--- src/rtl/button_menu_ctrl_pkg.sv ---
// Shared types and helpers for the button-driven parameter menu.
package button_menu_pkg;

  typedef enum logic {
    VIEW = 1'b0,
    EDIT = 1'b1
  } menu_state_e;

  function automatic longint timeout_cycles(input longint timeout_ns, input longint period_ns);
    return timeout_ns / period_ns;
  endfunction

  // Counter only needs to reach cycles-1, so clog2(cycles) bits are enough.
  function automatic int timeout_cnt_width(input longint timeout_ns, input longint period_ns);
    longint c;
    c = timeout_cycles(timeout_ns, period_ns);
    return (c <= 2) ? 1 : $clog2(c);
  endfunction

endpackage

--- src/rtl/button_menu_ctrl_if.sv ---
// Button pulses in, committed parameters and edit status out.
interface button_menu_if #(
  parameter int NUMBER_PARAMS = 3,
  parameter int VALUE_WIDTH   = 8
);
  localparam int IW = $clog2(NUMBER_PARAMS);

  logic                                 mode_i;
  logic                                 plus_i;
  logic                                 minus_i;
  logic                                 button_4_i;
  logic [NUMBER_PARAMS*VALUE_WIDTH-1:0] params_o;
  logic                                 edit_active_o;
  logic [IW-1:0]                        edit_index_o;
  logic [VALUE_WIDTH-1:0]               edit_value_o;
  logic                                 commit_o;
  logic                                 timeout_o;

  modport master (
    output mode_i, plus_i, minus_i, button_4_i,
    input  params_o, edit_active_o, edit_index_o, edit_value_o, commit_o, timeout_o
  );

  modport slave (
    input  mode_i, plus_i, minus_i, button_4_i,
    output params_o, edit_active_o, edit_index_o, edit_value_o, commit_o, timeout_o
  );
endinterface

--- src/rtl/button_menu_ctrl_sat_updown.sv ---
// Registered saturating up/down counter with synchronous load; holds the shadow value.
module sat_updown #(
  parameter int VALUE_WIDTH = 8,
  parameter int VALUE_MIN   = 0,
  parameter int VALUE_MAX   = 200
) (
  input  logic                   clk_i,
  input  logic                   nReset_i,
  input  logic                   load_i,
  input  logic [VALUE_WIDTH-1:0] load_value_i,
  input  logic                   up_i,
  input  logic                   down_i,
  output logic [VALUE_WIDTH-1:0] value_o
);
  typedef logic [VALUE_WIDTH:0] wide_t;
  localparam wide_t MAX_W = wide_t'(VALUE_MAX);
  localparam wide_t MIN_W = wide_t'(VALUE_MIN);

  logic [VALUE_WIDTH-1:0] value_q, value_d;

  function automatic logic [VALUE_WIDTH-1:0] sat_inc(input logic [VALUE_WIDTH-1:0] v);
    wide_t s;
    s = {1'b0, v} + wide_t'(1);
    if (s > MAX_W) s = MAX_W;
    return s[VALUE_WIDTH-1:0];
  endfunction

  // The extra top bit flags an underflow past zero.
  function automatic logic [VALUE_WIDTH-1:0] sat_dec(input logic [VALUE_WIDTH-1:0] v);
    wide_t d;
    d = {1'b0, v} - wide_t'(1);
    if (d[VALUE_WIDTH] || d < MIN_W) d = MIN_W;
    return d[VALUE_WIDTH-1:0];
  endfunction

  always_comb begin
    value_d = value_q;
    if (load_i)                 value_d = load_value_i;
    else if (up_i && !down_i)   value_d = sat_inc(value_q);
    else if (down_i && !up_i)   value_d = sat_dec(value_q);
  end

  always_ff @(posedge clk_i) begin
    if (!nReset_i) value_q <= '0;
    else           value_q <= value_d;
  end

  assign value_o = value_q;

endmodule

--- src/rtl/button_menu_ctrl.sv ---
// Menu FSM and committed-parameter register file; shadow value lives in sat_updown.
module button_menu_ctrl
  import button_menu_pkg::*;
#(
  parameter int     NUMBER_PARAMS   = 3,
  parameter int     VALUE_WIDTH     = 8,
  parameter int     VALUE_MIN       = 0,
  parameter int     VALUE_MAX       = 200,
  parameter int     RESET_VALUE     = 100,
  parameter longint CLOCK_PERIOD_NS = 20,
  parameter longint EDIT_TIMEOUT_NS = 64'd5_000_000_000
) (
  input  logic             clk_i,
  input  logic             nReset_i,
  button_menu_if.slave     bus
);
  localparam int     IW             = $clog2(NUMBER_PARAMS);
  localparam longint TIMEOUT_CYCLES = timeout_cycles(EDIT_TIMEOUT_NS, CLOCK_PERIOD_NS);
  localparam int     CW             = timeout_cnt_width(EDIT_TIMEOUT_NS, CLOCK_PERIOD_NS);
  localparam logic [CW-1:0] CNT_LAST = CW'(TIMEOUT_CYCLES - 1);
  localparam logic [IW-1:0] IDX_LAST = IW'(NUMBER_PARAMS - 1);

  menu_state_e            state_q, state_d;
  logic [IW-1:0]          idx_q, idx_d;
  logic [CW-1:0]          cnt_q, cnt_d;
  logic                   commit_q, commit_d;
  logic                   timeout_q, timeout_d;
  logic [VALUE_WIDTH-1:0] params_q [NUMBER_PARAMS];
  logic [VALUE_WIDTH-1:0] params_d [NUMBER_PARAMS];

  logic                   sh_load, sh_up, sh_down;
  logic [VALUE_WIDTH-1:0] sh_load_value, shadow;
  logic [IW-1:0]          idx_next;

  assign idx_next = idx_q + IW'(1);

  sat_updown #(
    .VALUE_WIDTH (VALUE_WIDTH),
    .VALUE_MIN   (VALUE_MIN),
    .VALUE_MAX   (VALUE_MAX)
  ) u_shadow (
    .clk_i        (clk_i),
    .nReset_i     (nReset_i),
    .load_i       (sh_load),
    .load_value_i (sh_load_value),
    .up_i         (sh_up),
    .down_i       (sh_down),
    .value_o      (shadow)
  );

  // Priority inside EDIT: commit, then mode, then plus/minus, then timeout.
  always_comb begin
    state_d       = state_q;
    idx_d         = idx_q;
    cnt_d         = cnt_q;
    commit_d      = 1'b0;
    timeout_d     = 1'b0;
    params_d      = params_q;
    sh_load       = 1'b0;
    sh_load_value = '0;
    sh_up         = 1'b0;
    sh_down       = 1'b0;
    unique case (state_q)
      VIEW: begin
        cnt_d = '0;
        if (bus.mode_i) begin
          state_d       = EDIT;
          idx_d         = '0;
          sh_load       = 1'b1;
          sh_load_value = params_q[0];
        end
      end
      EDIT: begin
        if (bus.button_4_i) begin
          params_d[idx_q] = shadow;
          commit_d        = 1'b1;
          state_d         = VIEW;
          idx_d           = '0;
          cnt_d           = '0;
          sh_load         = 1'b1;
        end else if (bus.mode_i) begin
          cnt_d   = '0;
          sh_load = 1'b1;
          if (idx_q == IDX_LAST) begin
            state_d = VIEW;
            idx_d   = '0;
          end else begin
            idx_d         = idx_next;
            sh_load_value = params_q[idx_next];
          end
        end else if (bus.plus_i || bus.minus_i) begin
          cnt_d   = '0;
          sh_up   = bus.plus_i;
          sh_down = bus.minus_i;
        end else if (cnt_q == CNT_LAST) begin
          state_d   = VIEW;
          timeout_d = 1'b1;
          idx_d     = '0;
          cnt_d     = '0;
          sh_load   = 1'b1;
        end else begin
          cnt_d = cnt_q + CW'(1);
        end
      end
      default: state_d = VIEW;
    endcase
  end

  always_ff @(posedge clk_i) begin
    if (!nReset_i) begin
      state_q   <= VIEW;
      idx_q     <= '0;
      cnt_q     <= '0;
      commit_q  <= 1'b0;
      timeout_q <= 1'b0;
      for (int k = 0; k < NUMBER_PARAMS; k++) params_q[k] <= VALUE_WIDTH'(RESET_VALUE);
    end else begin
      state_q   <= state_d;
      idx_q     <= idx_d;
      cnt_q     <= cnt_d;
      commit_q  <= commit_d;
      timeout_q <= timeout_d;
      params_q  <= params_d;
    end
  end

  for (genvar k = 0; k < NUMBER_PARAMS; k++) begin : g_pack
    assign bus.params_o[k*VALUE_WIDTH +: VALUE_WIDTH] = params_q[k];
  end

  assign bus.edit_active_o = (state_q == EDIT);
  assign bus.edit_index_o  = idx_q;
  assign bus.edit_value_o  = shadow;
  assign bus.commit_o      = commit_q;
  assign bus.timeout_o     = timeout_q;

endmodule
--- src/flat_wrapper.sv ---
// flat-port wrapper written by rule: the top's interface ports become plain ports
module button_menu_ctrl_flat import button_menu_pkg::*;
#(
  parameter int     NUMBER_PARAMS   = 3,
  parameter int     VALUE_WIDTH     = 8,
  parameter int     VALUE_MIN       = 0,
  parameter int     VALUE_MAX       = 200,
  parameter int     RESET_VALUE     = 100,
  parameter longint CLOCK_PERIOD_NS = 20,
  parameter longint EDIT_TIMEOUT_NS = 64'd5_000_000_000
)
  (clk_i, nReset_i, bus_mode_i, bus_plus_i, bus_minus_i, bus_button_4_i, bus_params_o, bus_edit_active_o, bus_edit_index_o, bus_edit_value_o, bus_commit_o, bus_timeout_o);
  button_menu_if #(.NUMBER_PARAMS(NUMBER_PARAMS), .VALUE_WIDTH(VALUE_WIDTH)) bus_i ();
  input  logic clk_i;
  input  logic nReset_i;
  input wire logic [$bits(bus_i.mode_i)-1:0] bus_mode_i;
  input wire logic [$bits(bus_i.plus_i)-1:0] bus_plus_i;
  input wire logic [$bits(bus_i.minus_i)-1:0] bus_minus_i;
  input wire logic [$bits(bus_i.button_4_i)-1:0] bus_button_4_i;
  output wire logic [$bits(bus_i.params_o)-1:0] bus_params_o;
  output wire logic [$bits(bus_i.edit_active_o)-1:0] bus_edit_active_o;
  output wire logic [$bits(bus_i.edit_index_o)-1:0] bus_edit_index_o;
  output wire logic [$bits(bus_i.edit_value_o)-1:0] bus_edit_value_o;
  output wire logic [$bits(bus_i.commit_o)-1:0] bus_commit_o;
  output wire logic [$bits(bus_i.timeout_o)-1:0] bus_timeout_o;
  assign bus_i.mode_i = bus_mode_i;
  assign bus_i.plus_i = bus_plus_i;
  assign bus_i.minus_i = bus_minus_i;
  assign bus_i.button_4_i = bus_button_4_i;
  assign bus_params_o = bus_i.params_o;
  assign bus_edit_active_o = bus_i.edit_active_o;
  assign bus_edit_index_o = bus_i.edit_index_o;
  assign bus_edit_value_o = bus_i.edit_value_o;
  assign bus_commit_o = bus_i.commit_o;
  assign bus_timeout_o = bus_i.timeout_o;
  button_menu_ctrl #(.NUMBER_PARAMS(NUMBER_PARAMS), .VALUE_WIDTH(VALUE_WIDTH), .VALUE_MIN(VALUE_MIN), .VALUE_MAX(VALUE_MAX), .RESET_VALUE(RESET_VALUE), .CLOCK_PERIOD_NS(CLOCK_PERIOD_NS), .EDIT_TIMEOUT_NS(EDIT_TIMEOUT_NS)) u_core (.clk_i(clk_i), .nReset_i(nReset_i), .bus(bus_i));
endmodule
--- config.mk ---
export PLATFORM = sky130hd
export DESIGN_NAME = button_menu_ctrl_flat
export DESIGN_NICKNAME = d
export VERILOG_FILES = /design/src/rtl/button_menu_ctrl_pkg.sv /design/src/rtl/button_menu_ctrl_if.sv /design/src/rtl/button_menu_ctrl_sat_updown.sv /design/src/rtl/button_menu_ctrl.sv /design/src/flat_wrapper.sv
export SDC_FILE = /design/constraint.sdc
export NUM_CORES = 1
export LEC_CHECK = 0
export BUFFER_PORTS_ARGS = -buffer_cell sky130_fd_sc_hd__buf_2
export CAP_MARGIN = 20
export CORE_MARGIN = 2
export CORE_UTILIZATION = 55
export DETAILED_ROUTE_END_ITERATION = 6
export PLACE_DENSITY = 0.81
export RECOVER_POWER = 25
export SYNTH_ARGS = -nofsm -noshare
export SYNTH_HDL_FRONTEND = slang
export SYNTH_SLANG_ARGS = --single-unit
--- constraint.sdc ---
create_clock -name clk_i -period 3.6 [get_ports clk_i]
set_input_delay 0.18 -clock clk_i [delete_from_list [all_inputs] [get_ports clk_i]]
set_output_delay 0.18 -clock clk_i [all_outputs]
set_load 0.02 [all_outputs]
* Yosys cells after proc, flatten, opt, wreduce, memory -nomap -nowiden *
Index checks and enable logic that the tools add are counted.

word-level totals
  ROM bits = 0
  memories = 0
  output and inout bits = 37
  bits in registers = 65
  logic and storage cells = 88
  bits in latches = 0
  input bits = 6
  bits in writable memories = 0

operators by class
  reductions and logical operators = 12
  eq/ne operators = 5
  muxes and demuxes = 49
  divide/modulo/power cells = 0
  shift-type cells = 0
  $mul = 0
  add/subtract/negate cells = 4
  $lt $le $gt $ge = 5
  bitwise logic cells = 4

operator list
  operator                 number
  $mux W28                 4
  $mux W8                  12
  $pmux W28 S2             1
  $add A28 B1 Y28 const B  1
  $eq A28 B28 Y1 const B   1
  $bwmux W24               1
  $mux W1                  19
  $bmux W8 S2              1
  $demux W8 S2             1
  $pmux W8 S2              1
  $mux W2                  6
  $add A8 B1 Y9 const B    1
  $gt A9 B8 Y1 const B     1
  $lt A9 B1 Y1 const B     1
  $sub A8 B1 Y9 const B    1
  $ne A4 B4 Y1 const B     2
  $ge A3 B3 Y1 const B     2
  $not A2 Y3               2
  $pmux W1 S2              2
  $pmux W2 S2              1
  $reduce_and A2 Y1        2
  $reduce_or A4 Y1         1
  $logic_and A1 B1 Y1      3
  $lt A3 B1 Y1 const B     1
  other kinds (8)          11

* Logic depth before layout (Yosys ltp) *
Gate-level depths: netlist of run 1.

  word-level depth = 10
  gate-level depth with buffers = 11
  gate-level depth less buffers = 9

* Cells and area by module *
From an unflattened synthesis of run 1, not the netlist that was laid out.

unflattened totals
  cell total of the unflattened synthesis = 465
  area, all modules = 3,736.1 um^2

by module, submodules not included
  module            area an instance (um^2)  sequential area each (um^2)  times used  cells each
  button_menu_ctrl  2,872.8                  1,141.1                      1           347
  sat_updown        863.3                    160.2                        1           118

* Worst setup path before layout of run 1 *
No wires, ideal clock.

  kind = flip-flop to flip-flop
  start = register u_core.idx_q[0] (netlist: u_core.bus.edit_index_o[0])
  end = register u_core.u_shadow.value_q[6] (netlist: u_core.u_shadow.value_o[6])
  stages on the path, launching flop included = 12
  setup time = 0.132 ns
  buffers on the path = 4
  setup slack = 0.829 ns
  clock period less this slack = 2.771 ns
  required time = 3.468 ns
  data arrival time = 2.638 ns
  path through = dfxtp_1 -> clkbuf_1 -> clkbuf_1 -> inv_1 -> ha_1 -> clkbuf_1 -> clkbuf_1 -> mux2_2 -> a21oi_1 -> nor2_1 -> a21oi_1 -> a21oi_1

between the ends
  word-level cells in the longest chain between the ends = 10
  elaborated cells between the ends (all ways) = 11
  classes of those cells = add/sub (1); eq/ne (1); mux (8); bitwise (1)

ends and longest elaborated chain
  element                                      line                               source
  start, declared                              button_menu_ctrl.sv:24             logic [IW-1:0] idx_q, idx_d;
  start signal, assigned                       button_menu_ctrl.sv:119            idx_q <= idx_d;
  $add A2 B1 Y2                                button_menu_ctrl.sv:35             assign idx_next = idx_q + IW'(1);
  $not A2 Y3 (implied by the code)             button_menu_ctrl.sv:89             sh_load_value = params_q[idx_next];
  $bmux W8 S2                                  button_menu_ctrl.sv:89
  $mux W8 (implied by the code) (2 in series)  button_menu_ctrl.sv:89
  $mux W8 (*)                                  button_menu_ctrl.sv:84             if (idx_q == IDX_LAST) begin
  $mux W8 (*)                                  button_menu_ctrl.sv:81             end else if (bus.mode_i) begin
  $mux W8 (*)                                  button_menu_ctrl.sv:74             if (bus.button_4_i) begin
  $pmux W8 S2 (*)                              button_menu_ctrl.sv:63             unique case (state_q)
  $mux W8 (*)                                  button_menu_ctrl_sat_updown.sv:38  if (load_i) value_d = load_value_i;
  end signal, assigned                         button_menu_ctrl_sat_updown.sv:45  else value_q <= value_d;
  end, declared                                button_menu_ctrl_sat_updown.sv:19  logic [VALUE_WIDTH-1:0] value_q, value_d;

Mark *: on every way between the ends. The rest lies on a longest branch, timed or not. The select of a mux whose other input is x is not followed.
A chain may end at the register's enable or synchronous reset.

* Final worst setup path of run 1 *
  start = register u_core.state_q (netlist: u_core.bus.edit_active_o)
  end = register u_core.u_shadow.value_q[7] (netlist: u_core.u_shadow.value_o[7])

between the ends
  word-level cells in the longest chain between the ends = 5
  elaborated cells between the ends (all ways) = 12
  classes of those cells = mux (6); bitwise (1); reduce/logical (5)

ends and longest elaborated chain
  element                 line                               source
  start, declared         button_menu_ctrl.sv:23             menu_state_e state_q, state_d;
  start signal, assigned  button_menu_ctrl.sv:118            state_q <= state_d;
  $mux W1                 button_menu_ctrl.sv:63
  $logic_not A1 Y1        button_menu_ctrl_sat_updown.sv:39  else if (up_i && !down_i) value_d = sat_inc(value_q);
  $logic_and A1 B1 Y1     button_menu_ctrl_sat_updown.sv:39
  $mux W8                 button_menu_ctrl_sat_updown.sv:39
  $mux W8                 button_menu_ctrl_sat_updown.sv:38

Several ways; a longest one is shown, not always the timed one.

==> results of run 1 <==
-- worst paths after layout --
| path | end | slack (ps) | depth (start not counted) |
|---|---|---|---|
| hold reg to reg | u_core.cnt_q[0] | 460 | 1 |
| setup / recovery | u_core.u_shadow.value_o[7] | 710 | 9 |
| hold / removal | u_core.bus.timeout_o | 190 | 4 |
| setup reg to reg | u_core.u_shadow.value_o[7] | 710 | 9 |
-- cells by family after synthesis --
| logic type | synth area share [%] |
|---|---|
| simple gates | 32.8 |
| compound gates | 14.9 |
| flops | 35.1 |
| buf+inv | 5.67 |
| xor+xnor | 6.38 |
| mux | 2.43 |
| fa+ha+maj | 2.70 |
-- placed cells by master (no fill, tap or decap), types with 10 or more instances in the layout --
cell type  netlist  final
xnor2_1         10     10
xor2_1          17     17
nand4_1         15     15
a21oi_1         44     44
nand2_1         74     74
inv_1           12     12
nor2_1          51     51
dfxtp_1         65     65
nor3_1          10     10
nor3b_1         13     13
clkbuf_8         0     12
nand3_1         31     31
clkbuf_1        23     25
buf_2            6     18
-- routing by layer --
layer	vias up	part of all wire [%]	global-route usage (%)
met5	-	0	0
met4	0	1.7	9.96
met3	28	8.0	5.77
met2	187	48	43.1
met1	1681	42	33.2
li1	1731	-	-
-- power by group through the flow --
| stage | Sequential [W] | Clock [W] | Combinational, W |
|---|---|---|---|
| floorplan | 0.000764 | 0 | 0.000108 |
| global placement | 0.000772 | 0 | 0.000136 |
| detailed placement | 0.000773 | 0 | 0.000138 |
| CTS | 0.000757 | 0.000583 | 0.000140 |
| global route | 0.000759 | 0.000613 | 0.000156 |
| finish | 0.000758 | 0.000580 | 0.000143 |
-- state kept, by name, summed over array words and instances, names as in the netlist --
| name | cells |
|---|---|
| u_core.bus.timeout_o | 1 |
| u_core.bus.edit_active_o | 1 |
| u_core.cnt_q | 28 |
| u_core.bus.params_o | 24 |
| u_core.u_shadow.value_o | 8 |
| u_core.bus.edit_index_o | 2 |
| u_core.bus.commit_o | 1 |
-- through the flow --
step | setup WS [ps] | area, sq um | hold slack, ps
global route | 461 | 4030 | 189
finish | 711 | 4030 | 186
CTS | 760 | 4050 | 163
global placement | 876 | 3870 | 441
detailed placement | 795 | 3870 | 451
floorplan | 829 | 3710 | 370
-- cell type report --
class                   instances  area (sq um)
fillers                       565          2390
multi-input cells             369          2190
flip-flops and latches         65          1300
repair buffers                 45           206
clock buffers                  13           169
well taps                      77          96.3
inverters                      13          48.8
clock inverters                 2          12.5
-- worst register-to-register path: stages, from the launching register on --
cell	delay [ps]
dfxtp_1	590
nor3b_1	400
and2_1	190
ha_1	520
nand3_1	120
or4_1	460
o31a_1	130
o21ai_1	120
o221ai_1	120
a21oi_1	170
==> impl_metrics.toml, run 1 <==
[outcome]
status = "finished, final reports clean"

[clock_network]
cts_tree = "yes"
cts_inserted_buffers = 9
clock_sinks = 65
cts_resized = 0
cts_setup_buffers = 0
clk_path_buf_depth = 2
htreeDepth = 3
holdBufCountCts = 0
insertion_delay_ps = 340
root_buffer = "clkbuf_8"
clk_pin_slew_ps = 70

[critical_path]
path_cells = "nor3b_1, and2_1, ha_1, nand3_1, or4_1, o31a_1, o21ai_1, o221ai_1, a21oi_1"
worstSetupPathType = "flop to flop"
crit_start = "u_core.bus.edit_active_o"
worstSetupStartpointType = "flop"
cp_num_buf_inv = 0
required_ps = 3860
worst_ep_arrival_time_ps = 3150
crit-reg2reg-launch = "u_core.bus.edit_active_o"
critical_path.top_delay_family = "simple AND/OR/NAND/NOR gates"
slowest_delay_ps = 590
worstSetupEndpointType = "flop"
cp_max_fo = 18
critPathSlowestCell = "dfxtp_1"

[pwr]
p_comb_share_pct = 9.6
p_int_w = 0.00108
power.density_nw_per_um2 = 367
vdd_drop_max_v = 0.000283
switching_power_w = 0.000398
seqPwrFrac_pct = 51.2
p_total_w = 0.00148
p_sw_share_pct = 26.9
leakagePower_nw = 1.36
p_clk_share_pct = 39.2

[min_path]
holdCritStartpoint = "bus_plus_i"
hold_path.class = "primary input to flop"

[finish]
nets = 517
area_growth_pct = 8.71
diodes = 0
final_cells = 584
drive_gt1_share_pct = 10.7
final_core_utilization_pct = 62.7

[yosys]
yosysMostFrequentCell = "nand2_1"
synthTopCellsByArea = "dfxtp_1 35%, nand2_1 7.5%, a21oi_1 5.9%"
avgSynthCellArea_sq_um = 7.70
synth_top_cell_area_share_pct = 35.1
yosysSeqAreaShare_pct = 35.1
synth_top_area_cell = "dfxtp_1"
async_flop_share_pct = 0
synth_edf_count = 0
syn_nets = 495
ys_types = 65
synth_commonest_cells = "74 x nand2_1, 65 x dfxtp_1, 51 x nor2_1, 44 x a21oi_1, 31 x nand3_1"
ys_seq_elements = 65
synth_flop_cell = "dfxtp_1"
yosys_warnings = 0
syn-cell-area_sq_um = 3710
synthCells = 481

[timing]
fin_crit_sh_pct = 80.2
rsz0062_at_grt = "no"
worst_pin_slew_ps = 844
fin_skew_ps = 6.42
period_needed_ps = 2890
relSlewSlack_pct = 43.7
fin_tns_setup_ps = 0
hold_violations = 0
report.final.slew_viol_count = 0
setup_viol = 0
fmax_mhz = 346

[route]
wl_um = 9360
drc = 0
routedWlPerCell_um = 16.0
avgViaCountPerCell = 6.21
num_vias = 3627
drtIter0Drc = 389
ant_nets = 0
drt_first_pass_iters = 5

[floorplanning]
rows = 29
die_area_sq_um = 7410
core_area_sq_um = 6420
ioPinCount = 43
die_height_um = 86.1
start_util_pct = 57.7
die_w_um = 86.1

[global_routing]
grt_overflow = 0
grt_pass1_vias = 3402
grtUsageTotal_pct = 26.1
grt_max_degree = 29
grt_pass1_wl_um = 15700
antenna_found_initial = 0

[place]
portBuffers = 42
place_congestion = 0.901
dp_cells = 568
hpwl_um = 6370

[flow_run]
drv_cap = 0
Note: power is estimated with default switching activity, not from simulation.
==> run 2: changes to the inputs <==
==> constraint.sdc (replaced) <==
create_clock -name clk_i -period 2.75 [get_ports clk_i]
set_input_delay 0.1375 -clock clk_i [delete_from_list [all_inputs] [get_ports clk_i]]
set_output_delay 0.1375 -clock clk_i [all_outputs]
set_load 0.02 [all_outputs]
==> run 2 against run 1 <==
Routed wire length up 2.9%. Die area unchanged. Setup slack worse by 430 ps. Power up 36%. Non-clock buffer count up 9. Sequential share of layout area down 0.58 points. Via count up 0.88%. Clock power up 42%. Sequential power up 28%. Fmax up 17%. Critical path type unchanged. Highest routed layer unchanged.
==> impl_metrics.toml, run 2 (synthesis gave the netlist of run 1 again) <==
[route]
drt_first_pass_iters = 5
wl_um = 9630
routedWlPerCell_um = 16.2
num_vias = 3659
drc = 0
ant_nets = 0
avgViaCountPerCell = 6.17
drtIter0Drc = 278

[timing]
setup_viol = 0
hold_ws_ps = 146
fin_skew_ps = 11.4
fmax_mhz = 406
relSlewSlack_pct = 44.3
rsz0062_at_grt = "no"
period_needed_ps = 2470
hold_violations = 0
fin_crit_sh_pct = 89.6
worst_pin_slew_ps = 834
report.final.slew_viol_count = 0
fin_tns_setup_ps = 0

[finish]
layout_common_cells = "74 x nand2_1, 65 x dfxtp_1, 51 x nor2_1"
area_growth_pct = 10.7
fill_cells = 547
top_register = "u_core.cnt_q"
drive_gt1_share_pct = 12.0
largest_register_ffs = 28
register_area_sq_um = 1300
layout_commonest_cell = "nand2_1"
multi_input_area_sq_um = 2190
diodes = 0
nets = 526

[clock_network]
cts_resized = 0
insertion_delay_ps = 350
holdBufCountCts = 0
root_buffer = "clkbuf_8"
cts_tree = "yes"
clk_pin_slew_ps = 70
cts_inserted_buffers = 9
cts_setup_buffers = 0
clk_path_buf_depth = 2
htreeDepth = 3
clock_sinks = 65

[floorplanning]
die_height_um = 86.1
rows = 29
die_w_um = 86.1
start_util_pct = 57.7
ioPinCount = 43
die_area_sq_um = 7410
core_area_sq_um = 6420

[critical_path]
cp_max_fo = 10
required_ps = 3010
worstSetupPathType = "flop to flop"
worstSetupEndpointType = "flop"
worst_ep_arrival_time_ps = 2720
worstSetupStartpointType = "flop"

[pwr]
leakagePower_nw = 1.42
power.density_nw_per_um2 = 489
p_total_w = 0.00201
vdd_drop_max_v = 0.000347

[min_path]
hold_path.class = "primary input to flop"

[outcome]
status = "finished, final reports clean"

[global_routing]
antenna_found_initial = 0
grt_pass1_wl_um = 15800
grt_max_degree = 25
grt_pass1_vias = 3335
grt_overflow = 0
grtUsageTotal_pct = 26.4

[place]
hpwl_um = 6720
place_congestion = 0.972
portBuffers = 42

[flow_run]
drv_cap = 0
-- run 2: final timing paths --
check                                start  depth (start not counted)  slack [ps]                    endpoint
setup / recovery  u_core.bus.edit_active_o                          9         280  u_core.u_shadow.value_o[7]
hold / removal                 bus_minus_i                          4         150        u_core.bus.timeout_o
setup reg to reg  u_core.bus.edit_active_o                          9         280  u_core.u_shadow.value_o[7]
hold reg to reg            u_core.cnt_q[0]                          1         460             u_core.cnt_q[0]
-- run 2: per-stage QoR --
step                cells  util (%)  setup slack [ps]  area, sq um
detailed placement    578      61.4               376         3940
finish                593      63.9               285         4100
floorplan             481         -              70.7         3710
global placement      578      61.4               466         3940
global route          593      63.9              89.3         4100
CTS                   593      64.4               367         4140
-- run 2: worst max-delay path, cell delays in order, from the launching register on --
cell      delay, ps
dfxtp_1         320
nor3b_1         370
and2_1          190
ha_1            350
nand3_1         110
or4_1           450
o31a_1          130
o21ai_1         140
o221ai_1        140
a21oi_1         180
-- run 2: final cells by class --
| class | instances | area share (%) |
|---|---|---|
| Clock inverter | 3 | 0.976 |
| Timing Repair Buffer | 54 | 6.50 |
| Sequential cell | 65 | 31.7 |
| Multi-Input combinational cell | 369 | 53.5 |
| Tap cell | 77 | 2.35 |
| Clock buffer | 12 | 3.78 |
| Inverter | 13 | 1.19 |
-- run 2: report_power, final --
| part | switching, W | internal [W] | total, W |
|---|---|---|---|
| registers | 0.0000203 | 0.000953 | 0.000973 |
| logic | 0.000138 | 0.0000745 | 0.000212 |
| clock network | 0.000361 | 0.000461 | 0.000821 |
-- run 2: metal layers --
| layer | wire, um | GRT usage [%] | vias up | part of all wire, % |
|---|---|---|---|---|
| li1 | - | - | 1745 | - |
| met1 | 4370 | 36.4 | 1730 | 45 |
| met2 | 4440 | 41.9 | 165 | 46 |
| met3 | 651 | 4.91 | 19 | 6.8 |
| met4 | 166 | 8.08 | 0 | 1.7 |
| met5 | 0 | 0 | - | 0 |
